### src/rtl/uart_tx_core_pkg.sv
// UART transmitter shared definitions.
// TX state encodings and parity-type constants shared with the RX path.
package uart_tx_core_pkg;

   localparam logic [2:0] ST_IDLE   = 3'd0;
   localparam logic [2:0] ST_START  = 3'd1;
   localparam logic [2:0] ST_DATA   = 3'd2;
   localparam logic [2:0] ST_PARITY = 3'd3;
   localparam logic [2:0] ST_STOP   = 3'd4;

   localparam logic PAR_EVEN = 1'b0;
   localparam logic PAR_ODD  = 1'b1;

endpackage

### src/rtl/uart_tx_core_if.sv
// UART transmitter request/line interface.
// master drives the byte request, slave returns line and busy.
interface uart_tx_core_if #(
   parameter int DATA_WIDTH = 8
);

   logic [DATA_WIDTH-1:0] P_DATA;
   logic                  DATA_VALID;
   logic                  PAR_EN;
   logic                  PAR_TYP;
   logic                  TX_OUT;
   logic                  busy;

   modport master (
      output P_DATA,
      output DATA_VALID,
      output PAR_EN,
      output PAR_TYP,
      input  TX_OUT,
      input  busy
   );

   modport slave (
      input  P_DATA,
      input  DATA_VALID,
      input  PAR_EN,
      input  PAR_TYP,
      output TX_OUT,
      output busy
   );

endinterface

### src/rtl/uart_tx_serializer.sv
// UART TX data shift register and bit counter.
// ser_bit is the next data bit to emit; ser_done once all bits emitted.
module uart_tx_serializer #(
   parameter int DATA_WIDTH = 8
) (
   input  logic                  CLK,
   input  logic                  RST,
   input  logic                  load,
   input  logic                  shift_en,
   input  logic [DATA_WIDTH-1:0] data,
   output logic                  ser_bit,
   output logic                  ser_done
);

   localparam int CW = $clog2(DATA_WIDTH) + 1;

   logic [DATA_WIDTH-1:0] shift_q;
   logic [CW-1:0]         bit_cnt;

   // Load the byte on accept, shift out LSB first and count emitted bits.
   always_ff @(posedge CLK or negedge RST) begin
      if (!RST) begin
         shift_q <= '0;
         bit_cnt <= '0;
      end else if (load) begin
         shift_q <= data;
         bit_cnt <= '0;
      end else if (shift_en && !ser_done) begin
         shift_q <= {1'b0, shift_q[DATA_WIDTH-1:1]};
         bit_cnt <= bit_cnt + 1'b1;
      end
   end

   assign ser_bit  = shift_q[0];
   assign ser_done = (bit_cnt == CW'(DATA_WIDTH));

endmodule

### src/rtl/uart_tx_core.sv
// UART transmitter: start, LSB-first data, optional parity, stop.
// One bit per CLK; TX_OUT and busy are flop outputs.
module uart_tx_core
   import uart_tx_core_pkg::*;
#(
   parameter int DATA_WIDTH = 8
) (
   input logic       CLK,
   input logic       RST,
   uart_tx_core_if.slave tx
);

   logic [2:0] state;
   logic       tx_q;
   logic       busy_q;
   logic       par_en_q;
   logic       par_bit;
   logic       load;
   logic       shift_en;
   logic       ser_bit;
   logic       ser_done;

   // Accept and serializer shift strobes decoded from the current state.
   always_comb begin
      load     = (state == ST_IDLE) && tx.DATA_VALID;
      shift_en = (state == ST_START) ||
                 ((state == ST_DATA) && !ser_done);
   end

   uart_tx_serializer #(
      .DATA_WIDTH (DATA_WIDTH)
   ) u_ser (
      .CLK      (CLK),
      .RST      (RST),
      .load     (load),
      .shift_en (shift_en),
      .data     (tx.P_DATA),
      .ser_bit  (ser_bit),
      .ser_done (ser_done)
   );

   // Frame FSM; each edge registers the line value of the state entered.
   always_ff @(posedge CLK or negedge RST) begin
      if (!RST) begin
         state    <= ST_IDLE;
         tx_q     <= 1'b1;
         busy_q   <= 1'b0;
         par_en_q <= 1'b0;
         par_bit  <= 1'b0;
      end else begin
         case (state)
            ST_IDLE: begin
               if (tx.DATA_VALID) begin
                  state    <= ST_START;
                  tx_q     <= 1'b0;
                  busy_q   <= 1'b1;
                  par_en_q <= tx.PAR_EN;
                  par_bit  <= (^tx.P_DATA) ^ (tx.PAR_TYP == PAR_ODD);
               end else begin
                  tx_q   <= 1'b1;
                  busy_q <= 1'b0;
               end
            end
            ST_START: begin
               state <= ST_DATA;
               tx_q  <= ser_bit;
            end
            ST_DATA: begin
               if (!ser_done) begin
                  tx_q <= ser_bit;
               end else if (par_en_q) begin
                  state <= ST_PARITY;
                  tx_q  <= par_bit;
               end else begin
                  state <= ST_STOP;
                  tx_q  <= 1'b1;
               end
            end
            ST_PARITY: begin
               state <= ST_STOP;
               tx_q  <= 1'b1;
            end
            ST_STOP: begin
               state  <= ST_IDLE;
               tx_q   <= 1'b1;
               busy_q <= 1'b0;
            end
            default: begin
               state  <= ST_IDLE;
               tx_q   <= 1'b1;
               busy_q <= 1'b0;
            end
         endcase
      end
   end

   assign tx.TX_OUT = tx_q;
   assign tx.busy   = busy_q;

endmodule

### src/flat_wrapper.sv
// flat-port wrapper written by rule: the top's interface ports become plain ports
module uart_tx_core_flat import uart_tx_core_pkg::*;
#(
   parameter int DATA_WIDTH = 8
)
  (CLK, RST, tx_P_DATA, tx_DATA_VALID, tx_PAR_EN, tx_PAR_TYP, tx_TX_OUT, tx_busy);
  uart_tx_core_if #(.DATA_WIDTH(DATA_WIDTH)) tx_i ();
  input logic CLK;
  input logic RST;
  input wire logic [$bits(tx_i.P_DATA)-1:0] tx_P_DATA;
  input wire logic [$bits(tx_i.DATA_VALID)-1:0] tx_DATA_VALID;
  input wire logic [$bits(tx_i.PAR_EN)-1:0] tx_PAR_EN;
  input wire logic [$bits(tx_i.PAR_TYP)-1:0] tx_PAR_TYP;
  output wire logic [$bits(tx_i.TX_OUT)-1:0] tx_TX_OUT;
  output wire logic [$bits(tx_i.busy)-1:0] tx_busy;
  assign tx_i.P_DATA = tx_P_DATA;
  assign tx_i.DATA_VALID = tx_DATA_VALID;
  assign tx_i.PAR_EN = tx_PAR_EN;
  assign tx_i.PAR_TYP = tx_PAR_TYP;
  assign tx_TX_OUT = tx_i.TX_OUT;
  assign tx_busy = tx_i.busy;
  uart_tx_core #(.DATA_WIDTH(DATA_WIDTH)) u_core (.CLK(CLK), .RST(RST), .tx(tx_i));
endmodule
### config.mk
export PLATFORM = sky130hd
export DESIGN_NAME = uart_tx_core_flat
export DESIGN_NICKNAME = d
export VERILOG_FILES = /design/src/rtl/uart_tx_core_pkg.sv /design/src/rtl/uart_tx_core_if.sv /design/src/rtl/uart_tx_serializer.sv /design/src/rtl/uart_tx_core.sv /design/src/flat_wrapper.sv
export SDC_FILE = /design/constraint.sdc
export NUM_CORES = 1
export LEC_CHECK = 0
export BUFFER_PORTS_ARGS = -buffer_cell sky130_fd_sc_hd__buf_2
export CORE_ASPECT_RATIO = 1.1
export CORE_MARGIN = 2
export CORE_UTILIZATION = 25
export CTS_CLUSTER_SIZE = 40
export DETAILED_ROUTE_END_ITERATION = 16
export PLACE_DENSITY = 0.42
export SKIP_CTS_REPAIR_TIMING = 1
export SYNTH_ARGS = -nofsm -noshare
export SYNTH_HDL_FRONTEND = slang
export SYNTH_HIERARCHICAL = 1
export SYNTH_SLANG_ARGS = --single-unit
### constraint.sdc
create_clock -name CLK -period 2.5 [get_ports CLK]
set_input_delay 0.5 -clock CLK [delete_from_list [all_inputs] [get_ports CLK]]
set_output_delay 0.5 -clock CLK [all_outputs]
set_load 0.02 [all_outputs]
; ---- After elaboration in Yosys (flattened, before gate mapping)
; Index checks and enable logic that the tools add are counted.
[classes]
add_sub_neg = 1
mul = 0
div_mod_pow = 0
order_cmp = 0
n_eq_ne = 6
shift = 0
mux = 14
n_bitwise = 1
reduce_logical = 11
[op_table]
columns = operator, n
row1 = 8-bit 2-to-1 mux, 2
row2 = 3-bit case mux with 4 select lines, 1
row3 = 3-bit 2-to-1 mux, 3
row4 = 4-bit 2-to-1 mux, 2
row5 = 8-bit parity, 1
row6 = "3-bit by 2-bit == test with 1-bit output, second input constant", 2
row7 = "4-bit by 1-bit adder with 4-bit output, second input constant", 1
row8 = "4-bit == test, second input constant", 1
row9 = 1-bit 2-to-1 mux, 4
row10 = 2-bit AND reduction, 2
row11 = "3-bit by 1-bit == test with 1-bit output, second input constant", 1
row12 = 1-bit logical AND, 3
row13 = 3-bit zero test, 1
row14 = 1-bit case mux with 3 select lines, 1
row15 = 3-bit OR reduction, 1
row16 = "2-bit by 1-bit inequality test with 1-bit output, second input constant", 1
row17 = "2-bit inequality test, second input constant", 1
row18 = 1-bit case mux with 2 select lines, 1
row19 = 2-bit nonzero test, 1
row20 = 1-bit zero test, 1
row21 = 1-bit logical OR, 1
row22 = 1-bit XOR, 1
[word_totals]
register_bits = 19
latch_bits = 0
mem_bits_rw = 0
rom_bits = 0
in_bits = 13
output_inout_bits = 2
word_cells = 40
memories = 0

; ---- Longest topological paths before layout
; Gate-level depths: netlist of run 1.
[depth]
depth_word = 7
ltp_mapped = 11
ltp_nobuf = 10

; ---- Cells and area by module
; Netlist of run 1, hierarchy kept.
[modules_own_cells]
columns = mod, instances, cells_per_inst, area_per_inst_um2
row1 = uart_tx_serializer, 1, 66, 670.6
row2 = uart_tx_core, 1, 42, 410.4

; ---- Worst setup path before layout of run 1
; Ideal clock, no wire load.
[synth_timing]
path_type = reg2reg
from = reg u_core.u_ser.bit_cnt[0]
to = reg u_core.u_ser.bit_cnt[2]
setup_time_ns = 0.073
arrival_time_ns = 1.937
slack_ns = 0.490
path_stages_with_launch = 12
n_path_buf = 1
cell_sequence = dfrtp_1 -> inv_1 -> ha_1 -> nand3b_4 -> buf_2 -> inv_1 -> nor3_1 -> a21oi_1 -> nor2_1 -> nand2_1 -> or3b_1 -> a21oi_2
[synth_via]
elab_chain_len = 6
[synth_rtl]
columns = item, line
row1 = "start, declared", uart_tx_serializer.sv:18  ; logic [CW-1:0] bit_cnt;
row2 = "start signal, assigned", uart_tx_serializer.sv:30  ; bit_cnt <= bit_cnt + 1'b1;
row3 = 4-bit == test, uart_tx_serializer.sv:35  ; assign ser_done = (bit_cnt == CW'(DATA_WIDTH));
row4 = via u_core.ser_done, uart_tx_core.sv:21  ; logic ser_done;
row5 = 1-bit zero test, uart_tx_core.sv:27  ; ((state == ST_DATA) && !ser_done);
row6 = 1-bit logical AND, uart_tx_core.sv:27
row7 = 1-bit logical OR, uart_tx_core.sv:26  ; shift_en = (state == ST_START) ||
row8 = via u_core.shift_en, uart_tx_core.sv:19  ; logic shift_en;
row9 = 1-bit logical AND, uart_tx_serializer.sv:28  ; end else if (shift_en && !ser_done) begin
row10 = 2-bit nonzero test (no source line), -
; The timed path passes the listed nets, and every way through them passes these cells. The select of a mux whose other input is x is not followed.
; A chain may end at the register's enable or synchronous reset.

; ---- Worst setup path after layout of run 1
; Same ends and word-level chain as after synthesis.

==> results of run 1 <==
flip-flops by register name, summed over array words and instances, names as in the netlist:
| register | flops |
|---|---|
| u_core/u_ser/shift_q | 8 |
| u_core/u_ser/bit_cnt | 4 |
| u_core/state | 3 |
| u_core/par_bit | 1 |
| u_core/par_en_q | 1 |
| u_core/tx.TX_OUT | 1 |
| u_core/tx.busy | 1 |
cell families (layout without fill, tap and decap cells):
logic type,after synthesis,after routing,synth area share (%)
AOI/OAI and AO/OA,28,28,18.4
xor gates and xnor gates,8,8,7.75
adders and majority gates,2,2,2.31
buffers and inverters,15,29,6.37
DFF,19,19,44.1
muxes,2,2,1.85
and+or+nand+nor,34,34,19.2
layout make-up:
type / instances / share of cell area [%]
inverters: 9 / 2.70
multi-input cells: 74 / 43.5
clock buffers: 4 / 3.60
flip-flops and latches: 19 / 38.1
repair buffers: 16 / 6.79
well taps: 54 / 5.39
synthesized netlist by cell type, types with 3 or more instances:
library cell | number | share of area [%]
nand2_1 | 10 | 3.5
nor3_1 | 3 | 1.4
nand4b_1 | 3 | 2.4
a21oi_1 | 6 | 2.8
buf_2 | 4 | 1.9
dfrtp_1 | 18 | 42
nor2_1 | 3 | 1.0
o21ai_0 | 3 | 1.4
xnor2_1 | 4 | 3.2
xor2_1 | 3 | 2.4
o211ai_1 | 6 | 4.2
nand2b_1 | 5 | 2.9
inv_1 | 9 | 3.1
where the power goes:
group | switching, mW | internal (mW)
Sequential | 0.101 | 0.443
Combinational | 0.337 | 0.279
Clock | 0.105 | 0.113
Total | 0.542 | 0.835
stage by stage:
step	instances	setup slack, ps	utilization (%)	cell area (um2)
3_3_place_gp	172	401	28.6	1210
6_report	176	316	29.7	1250
3_5_place_dp	172	302	28.6	1210
2_1_floorplan	108	490	-	1080
4_1_cts	176	291	29.7	1250
5_1_grt	176	90.3	29.7	1250
final timing paths:
kind / depth (start not counted) / startpoint / end / slack, ps
max in group asynchronous: 1 / RST / u_core/tx.TX_OUT / 1970
worst max register to register: 10 / u_core/u_ser/bit_cnt[0] / u_core/u_ser/bit_cnt[2] / 320
worst min register to register: 2 / u_core/par_bit / u_core/par_bit / 530
worst min-delay path: 1 / RST / u_core/tx.busy / 180
worst max-delay path: 10 / u_core/u_ser/bit_cnt[0] / u_core/u_ser/bit_cnt[2] / 320
min in group CLK: 3 / tx_PAR_EN / u_core/par_en_q / 440
routing by layer:
layer,track usage [%],part of all wire [%]
met1,13.9,48
met4,2.04,0.55
met2,16.8,47
met3,3.70,4.6
met5,0,0
==> reports/metrics.cfg, run 1 <==
[status]
outcome = completed

[grt]
grt_overflow_total = 0
grt_max_degree = 28
grt_pass1_wl_um = 3880
antenna_found_initial = 0
grt_pass1_vias = 798
grt.total_usage_pct = 10.5

[floorplanning]
placementRows = 25
start_util_pct = 25.6
die_h_um = 73.0
core_region_area_um2 = 4220
dieArea_um2 = 4870
fp.dieW_um = 66.7
num_io_pins = 15

[min_path]
hold_path.class = input port to async pin

[cts]
path_clk_slew_ps = 70
cts-buffers-inserted = 3
insertion_delay_ps = 260
tritoncts = built
cts_sinks = 19
cts-root-buf = clkbuf_8
htree_levels = 1
clockBufferDepth = 2

[synthesis]
avgSynthCellArea_um2 = 10.0
synth.net_count = 123
netlist_area_um2 = 1080
seq_area_frac_synth_pct = 44.1
synth_edf_count = 0
async_flop_share_pct = 100
synth_warnings = 6
ys_seq_elements = 19
synthFlopType = dfrtp_1
yosysUniqueCellTypes = 38
syn_inst = 108

[timing]
relSlewSlack_pct = 70.0
min_period_over_period_pct = 87.4
setup_tns_ps = 0
fmax_mhz = 458
finalHoldViolations = 0
setup_viol = 0
rsz0062_at_grt = false
fin_worst_skew_ps = 4.45
fin_crit_ps = 2180
timing.hold.ws_ps = 182
tightest_slew_ps = 450
drv_slew = 0

[place]
portBuffers = 14
hpwl_um = 1560
gp_congestion = 0.741

[critical_path]
start_kind = flip-flop
critPathTopFamily = simple AND/OR/NAND/NOR gates
crit_top_cell = inv_1
cpPeakStageDelay_ps = 420
cp.required_ps = 2690
cp.arrival_ps = 2370
crit_path_max_fanout = 13
crit_path_end_kind = flip-flop
crit_slowest_cell = dfrtp_1
cp_cell_sequence = inv_1, ha_1, nand3b_4, inv_1, nor3_1, a21oi_1, nor2_1, nand2_1, or3b_1, a21oi_2
path_buf_inv = 2
critical_path_class = flip-flop to flip-flop

[layout]
nFillCells = 456
ff_latch_area_um2 = 477
final_cell_mix = 18 x dfrtp_1, 14 x buf_2, 10 x nand2_1
area_growth_pct = 15.9
antenna_cells = 0
fin_nets = 138
drive_gt1_share_pct = 21.3
layout_commonest_cell = dfrtp_1
multi_input_area_um2 = 544

[power]
vdd_drop_max_v = 0.000450
power_density_nw_per_um2 = 1100
leakage_nw = 0.568
p_total_mw = 1.38

[route]
drcViolationCount = 0
vias = 809
vias_per_cell = 4.60
ant_nets = 0
drt_wl_total_um = 2170
drt_iter0_drc = 68
first_pass_iters = 5
avgRoutedWirePerCell_um = 12.3

[flow_run]
maxCapViolations = 0

Power figures use the tool's default switching activity.
==> run 2, diff against run 1 <==
--- a/config.mk
+++ b/config.mk
@@ -18,2 +18,3 @@
 export SYNTH_HIERARCHICAL = 1
 export SYNTH_SLANG_ARGS = --single-unit
+export TNS_END_PERCENT = 5
==> constraint.sdc (replaced) <==
create_clock -name CLK -period 2.5 [get_ports CLK]
set_input_delay 0.25 -clock CLK [delete_from_list [all_inputs] [get_ports CLK]]
set_output_delay 0.25 -clock CLK [all_outputs]
set_load 0.02 [all_outputs]
==> reports/metrics.cfg, run 2 (same netlist as run 1, synthesis figures left out) <==
[status]
outcome = completed

[critical_path]
critPathTopFamily = simple AND/OR/NAND/NOR gates
cpPeakStageDelay_ps = 420
cp.arrival_ps = 2370
path_buf_inv = 2
cp.required_ps = 2690
crit_start = u_core/u_ser/bit_cnt[0]
crit_top_cell = inv_1
crit_path_max_fanout = 13
critical_path_cell_count = 10
cp_cell_sequence = inv_1, ha_1, nand3b_4, inv_1, nor3_1, a21oi_1, nor2_1, nand2_1, or3b_1, a21oi_2
reg2reg_depth = 10
start_kind = flip-flop
regToRegSetupSlack_ps = 310
crit_slowest_cell = dfrtp_1
critical_path_class = flip-flop to flip-flop
r2r_start = u_core/u_ser/bit_cnt[0]
endpoint = u_core/u_ser/bit_cnt[2]
r2r-end = u_core/u_ser/bit_cnt[2]
crit_path_end_kind = flip-flop

[power]
p_total_mw = 1.38
vdd_drop_max_v = 0.000452
leakage_nw = 0.573
power_density_nw_per_um2 = 1090

[layout]
final_cell_mix = 18 x dfrtp_1, 14 x buf_2, 10 x nand2_1
reg.largest.list = u_core/u_ser/shift_q: 8 flops, u_core/u_ser/bit_cnt: 4 flops, u_core/state: 3 flops
antenna_cells = 0
fin_nets = 139
nFillCells = 455
area_growth_pct = 16.8
final_cell_count_no_fill = 177
layout_commonest_cell = dfrtp_1
largest_register_ffs = 8
top_register = u_core/u_ser/shift_q
drive_gt1_share_pct = 21.1

[floorplanning]
fp.dieW_um = 66.7
num_io_pins = 15
core_region_area_um2 = 4220
start_util_pct = 25.6
die_h_um = 73.0
dieArea_um2 = 4870
placementRows = 25

[route]
ant_nets = 0
vias_per_cell = 4.51
drt_wl_total_um = 2210
avgRoutedWirePerCell_um = 12.5
first_pass_iters = 4
vias = 799
drt_iter0_drc = 56
drcViolationCount = 0

[cts]
tritoncts = built
path_clk_slew_ps = 80
insertion_delay_ps = 260
htree_levels = 1
cts-buffers-inserted = 3
clockBufferDepth = 2
cts-root-buf = clkbuf_8
cts_sinks = 19

[min_path]
hold_path.class = input port to flip-flop

[grt]
grt.total_usage_pct = 10.5
antenna_found_initial = 0
grt_max_degree = 28
grt_pass1_wl_um = 3880
grt_pass1_vias = 798
grt_overflow_total = 0

[timing]
fmax_mhz = 457
rsz0062_at_grt = false
tightest_slew_ps = 461
fin_worst_skew_ps = 5.81
finalHoldViolations = 0
setup_tns_ps = 0
drv_slew = 0
min_period_over_period_pct = 87.5
setup_viol = 0
fin_crit_ps = 2190
setup_ws_ps = 313
relSlewSlack_pct = 69.3

[place]
dp_cells = 172
gp_congestion = 0.741
portBuffers = 14
hpwl_um = 1560
dpl_worst_slack_ps = 302

[flow_run]
maxCapViolations = 0

## run 2: worst min path at each step
stage / from / endpoint / slack, ps / cells after the start
2_1_floorplan: RST / u_core/par_bit / -50 / 0
3_3_place_gp: RST / u_core/u_ser/bit_cnt[3] / 230 / 1
3_5_place_dp: RST / u_core/tx.busy / 230 / 1
4_1_cts: RST / u_core/tx.busy / -50 / 1
5_1_grt: tx_PAR_EN / u_core/par_en_q / 200 / 3
6_report: tx_PAR_EN / u_core/par_en_q / 190 / 3
## run 2: power breakdown
group	internal, mW	switching (mW)
clock	0.113	0.104
sequential	0.443	0.101
combinational	0.280	0.338
total	0.836	0.543
## run 2: layout make-up
| class | instances | area (um2) | area share [%] |
|---|---|---|---|
| clock buffer | 4 | 45.0 | 3.57 |
| inverter | 9 | 33.8 | 2.68 |
| multi-input combinational | 74 | 544 | 43.1 |
| sequential | 19 | 477 | 37.8 |
| tap | 54 | 67.6 | 5.35 |
| timing repair buffer | 17 | 95.1 | 7.53 |
## run 2: worst reg2reg max path, cell delays in order (launching register included)
cell      delay [ps]
dfrtp_1          420
inv_1             60
ha_1             230
nand3b_4         160
inv_1            110
nor3_1           210
a21oi_1           60
nor2_1           270
nand2_1          110
or3b_1           370
a21oi_2          120
## run 2: layer usage
layer | share of wire (%) | vias up | global-route usage (%)
met5 | 0 | - | 0
met4 | 0.50 | 0 | 2.04
met3 | 3.9 | 2 | 3.70
met2 | 46 | 13 | 16.8
met1 | 49 | 378 | 13.9
li1 | - | 406 | -
## run 2: per-stage QoR
stage	utilization [%]	hold WS [ps]	area, um2
finish	29.9	194	1260
global route	29.9	201	1260
CTS	29.7	-46.3	1250
detailed placement	28.6	234	1210
global placement	28.6	225	1210
floorplan	-	-45.6	1080
==> run 3, diff against run 2 <==
PLACE_DENSITY = 0.51   (was 0.42)
SYNTH_HIERARCHICAL = default   (was 1)
==> reports/metrics.cfg, run 3 <==
[status]
outcome = completed

[synthesis]
yosys.area.top_type = dfrtp_1
avgSynthCellArea_um2 = 10.0
syn_inst = 108
netlist_area_um2 = 1080
yosysMostFrequentCell = dfrtp_1
ys_seq_elements = 19
yosysTopAreaCellShare_pct = 41.6
synth_warnings = 0
yosys-top-cells-area = dfrtp_1 42%, a21oi_1 7.9%, xnor2_1 5.7%, nand2_1 5.2%, nor2_1 4.2%
yosysUniqueCellTypes = 31
synth_edf_count = 0
synthFlopType = dfrtp_1
synth.net_count = 123
async_flop_share_pct = 100
seq_area_frac_synth_pct = 44.0
synth_common_cells = 18 x dfrtp_1, 17 x a21oi_1, 15 x nand2_1, 12 x nor2_1, 7 x xnor2_1

[place]
portBuffers = 14
dp_cells = 170
hpwl_um = 1450
gp_congestion = 0.721

[route]
drt_wl_total_um = 1950
drcViolationCount = 0
avgRoutedWirePerCell_um = 11.2
vias = 771
drt_iter0_drc = 26
first_pass_iters = 4
ant_nets = 0
vias_per_cell = 4.41

[timing]
fmax_mhz = 563
setup_viol = 0
finalHoldViolations = 0
fin_worst_skew_ps = 1.63
setup_tns_ps = 0
fin_crit_ps = 1780
drv_slew = 0
relSlewSlack_pct = 71.1
tightest_slew_ps = 433
min_period_over_period_pct = 71.1
rsz0062_at_grt = false

[cts]
path_clk_slew_ps = 70
insertion_delay_ps = 250
cts_sinks = 19
cts-root-buf = clkbuf_8
cts-buffers-inserted = 3
tritoncts = built
htree_levels = 1
clockBufferDepth = 2

[layout]
top_register = u_core.u_ser.shift_q
fin_nets = 137
reg.largest.list = u_core.u_ser.shift_q: 8 flops, u_core.u_ser.bit_cnt: 4 flops, u_core.state: 3 flops
final_cell_mix = 18 x dfrtp_1, 17 x a21oi_1, 15 x nand2_1
nFillCells = 463
antenna_cells = 0
largest_register_ffs = 8
final_cell_count_no_fill = 175
area_growth_pct = 11.9
layout_commonest_cell = dfrtp_1
drive_gt1_share_pct = 22.3

[critical_path]
critical_path_class = flip-flop to flip-flop
cp.required_ps = 2650
crit_path_max_fanout = 9
start_kind = flip-flop
cp.arrival_ps = 1920
crit_path_end_kind = flip-flop

[grt]
antenna_found_initial = 0
grt_overflow_total = 0
grt_pass1_vias = 772
grt_max_degree = 20
grt_pass1_wl_um = 3320
grt.total_usage_pct = 9.09

[power]
p_clk_share_pct = 14.3
switching_share_pct = 41.3
combPwrFrac_pct = 45.5
netSwitchingPower_mw = 0.621
power_density_nw_per_um2 = 1240
leakage_nw = 0.532
seqPwrFrac_pct = 40.2
vdd_drop_max_v = 0.000316
intPower_mw = 0.882

[flow_run]
maxCapViolations = 0

[floorplanning]
fp.dieW_um = 66.7
die_h_um = 73.0
dieArea_um2 = 4870
core_region_area_um2 = 4220
start_util_pct = 25.6
num_io_pins = 15
placementRows = 25

[min_path]
hold_path.class = input port to flip-flop

## run 3: final cells by class
| class | instances | area, um2 | area share [%] |
|---|---|---|---|
| timing repair buffer | 16 | 87.6 | 7.23 |
| sequential | 19 | 477 | 39.4 |
| inverter | 3 | 11.3 | 0.930 |
| multi-input combinational | 79 | 523 | 43.2 |
| clock buffer | 4 | 45.0 | 3.72 |
| tap | 54 | 67.6 | 5.58 |
## run 3: power groups by stage
stage | Sequential (mW) | Combinational, mW | Clock, mW
after floorplan | 0.550 | 0.683 | 0
after global placement | 0.606 | 0.683 | 0
after detailed placement | 0.611 | 0.689 | 0
after CTS | 0.605 | 0.694 | 0.224
after global routing | 0.627 | 0.778 | 0.235
final | 0.605 | 0.684 | 0.215
## run 3: routing by layer
| layer | part of all wire, % | track usage, % |
|---|---|---|
| met1 | 45 | 11.1 |
| met4 | 2.7 | 5.90 |
| met2 | 48 | 14.3 |
| met5 | 0 | 0 |
| met3 | 3.9 | 2.01 |
## run 3: metrics by stage
step	hold WS [ps]	power [mW]	util, %	instance area, um2	setup slack (ps)
after global routing	211	1.64	28.7	1210	592
after CTS	-64.2	1.52	28.4	1200	696
after detailed placement	218	1.30	27.4	1160	712
final	195	1.50	28.7	1210	723
after floorplan	-45.6	1.23	-	1080	880
after global placement	210	1.29	27.4	1160	769
## run 3: logic make-up (layout without fill, tap and decap cells)
family          count (synthesis)  count (layout)  share of synthesized area (%)
flops                          19              19                           44.0
simple gates                   41              41                           21.4
xor+xnor                       11              11                           11.9
buf+inv                        10              23                           7.63
fa+ha+maj                       2               2                           2.31
mux                             1               1                          0.925
compound gates                 24              24                           11.8
## run 3: critical path, cell delays in order, from the launching register on
cell     delay, ps
dfrtp_1        400
inv_1           60
ha_1           190
and3b_1        290
or3_1          540
nand2_1        130
a21oi_1         60
## run 3: path summary, 6_finish.rpt
check                                        start                 endpoint  slack, ps  cells past startpoint
setup / recovery           u_core.u_ser.bit_cnt[0]  u_core.u_ser.shift_q[0]        720                      6
hold / removal                           tx_PAR_EN          u_core.par_en_q        190                      3
min in group asynchronous                      RST  u_core.u_ser.bit_cnt[2]        460                      2
setup reg to reg           u_core.u_ser.bit_cnt[0]  u_core.u_ser.shift_q[0]        720                      6
hold reg to reg                     u_core.par_bit           u_core.par_bit        490                      2
max in group asynchronous                      RST         u_core.tx.TX_OUT       1710                      2
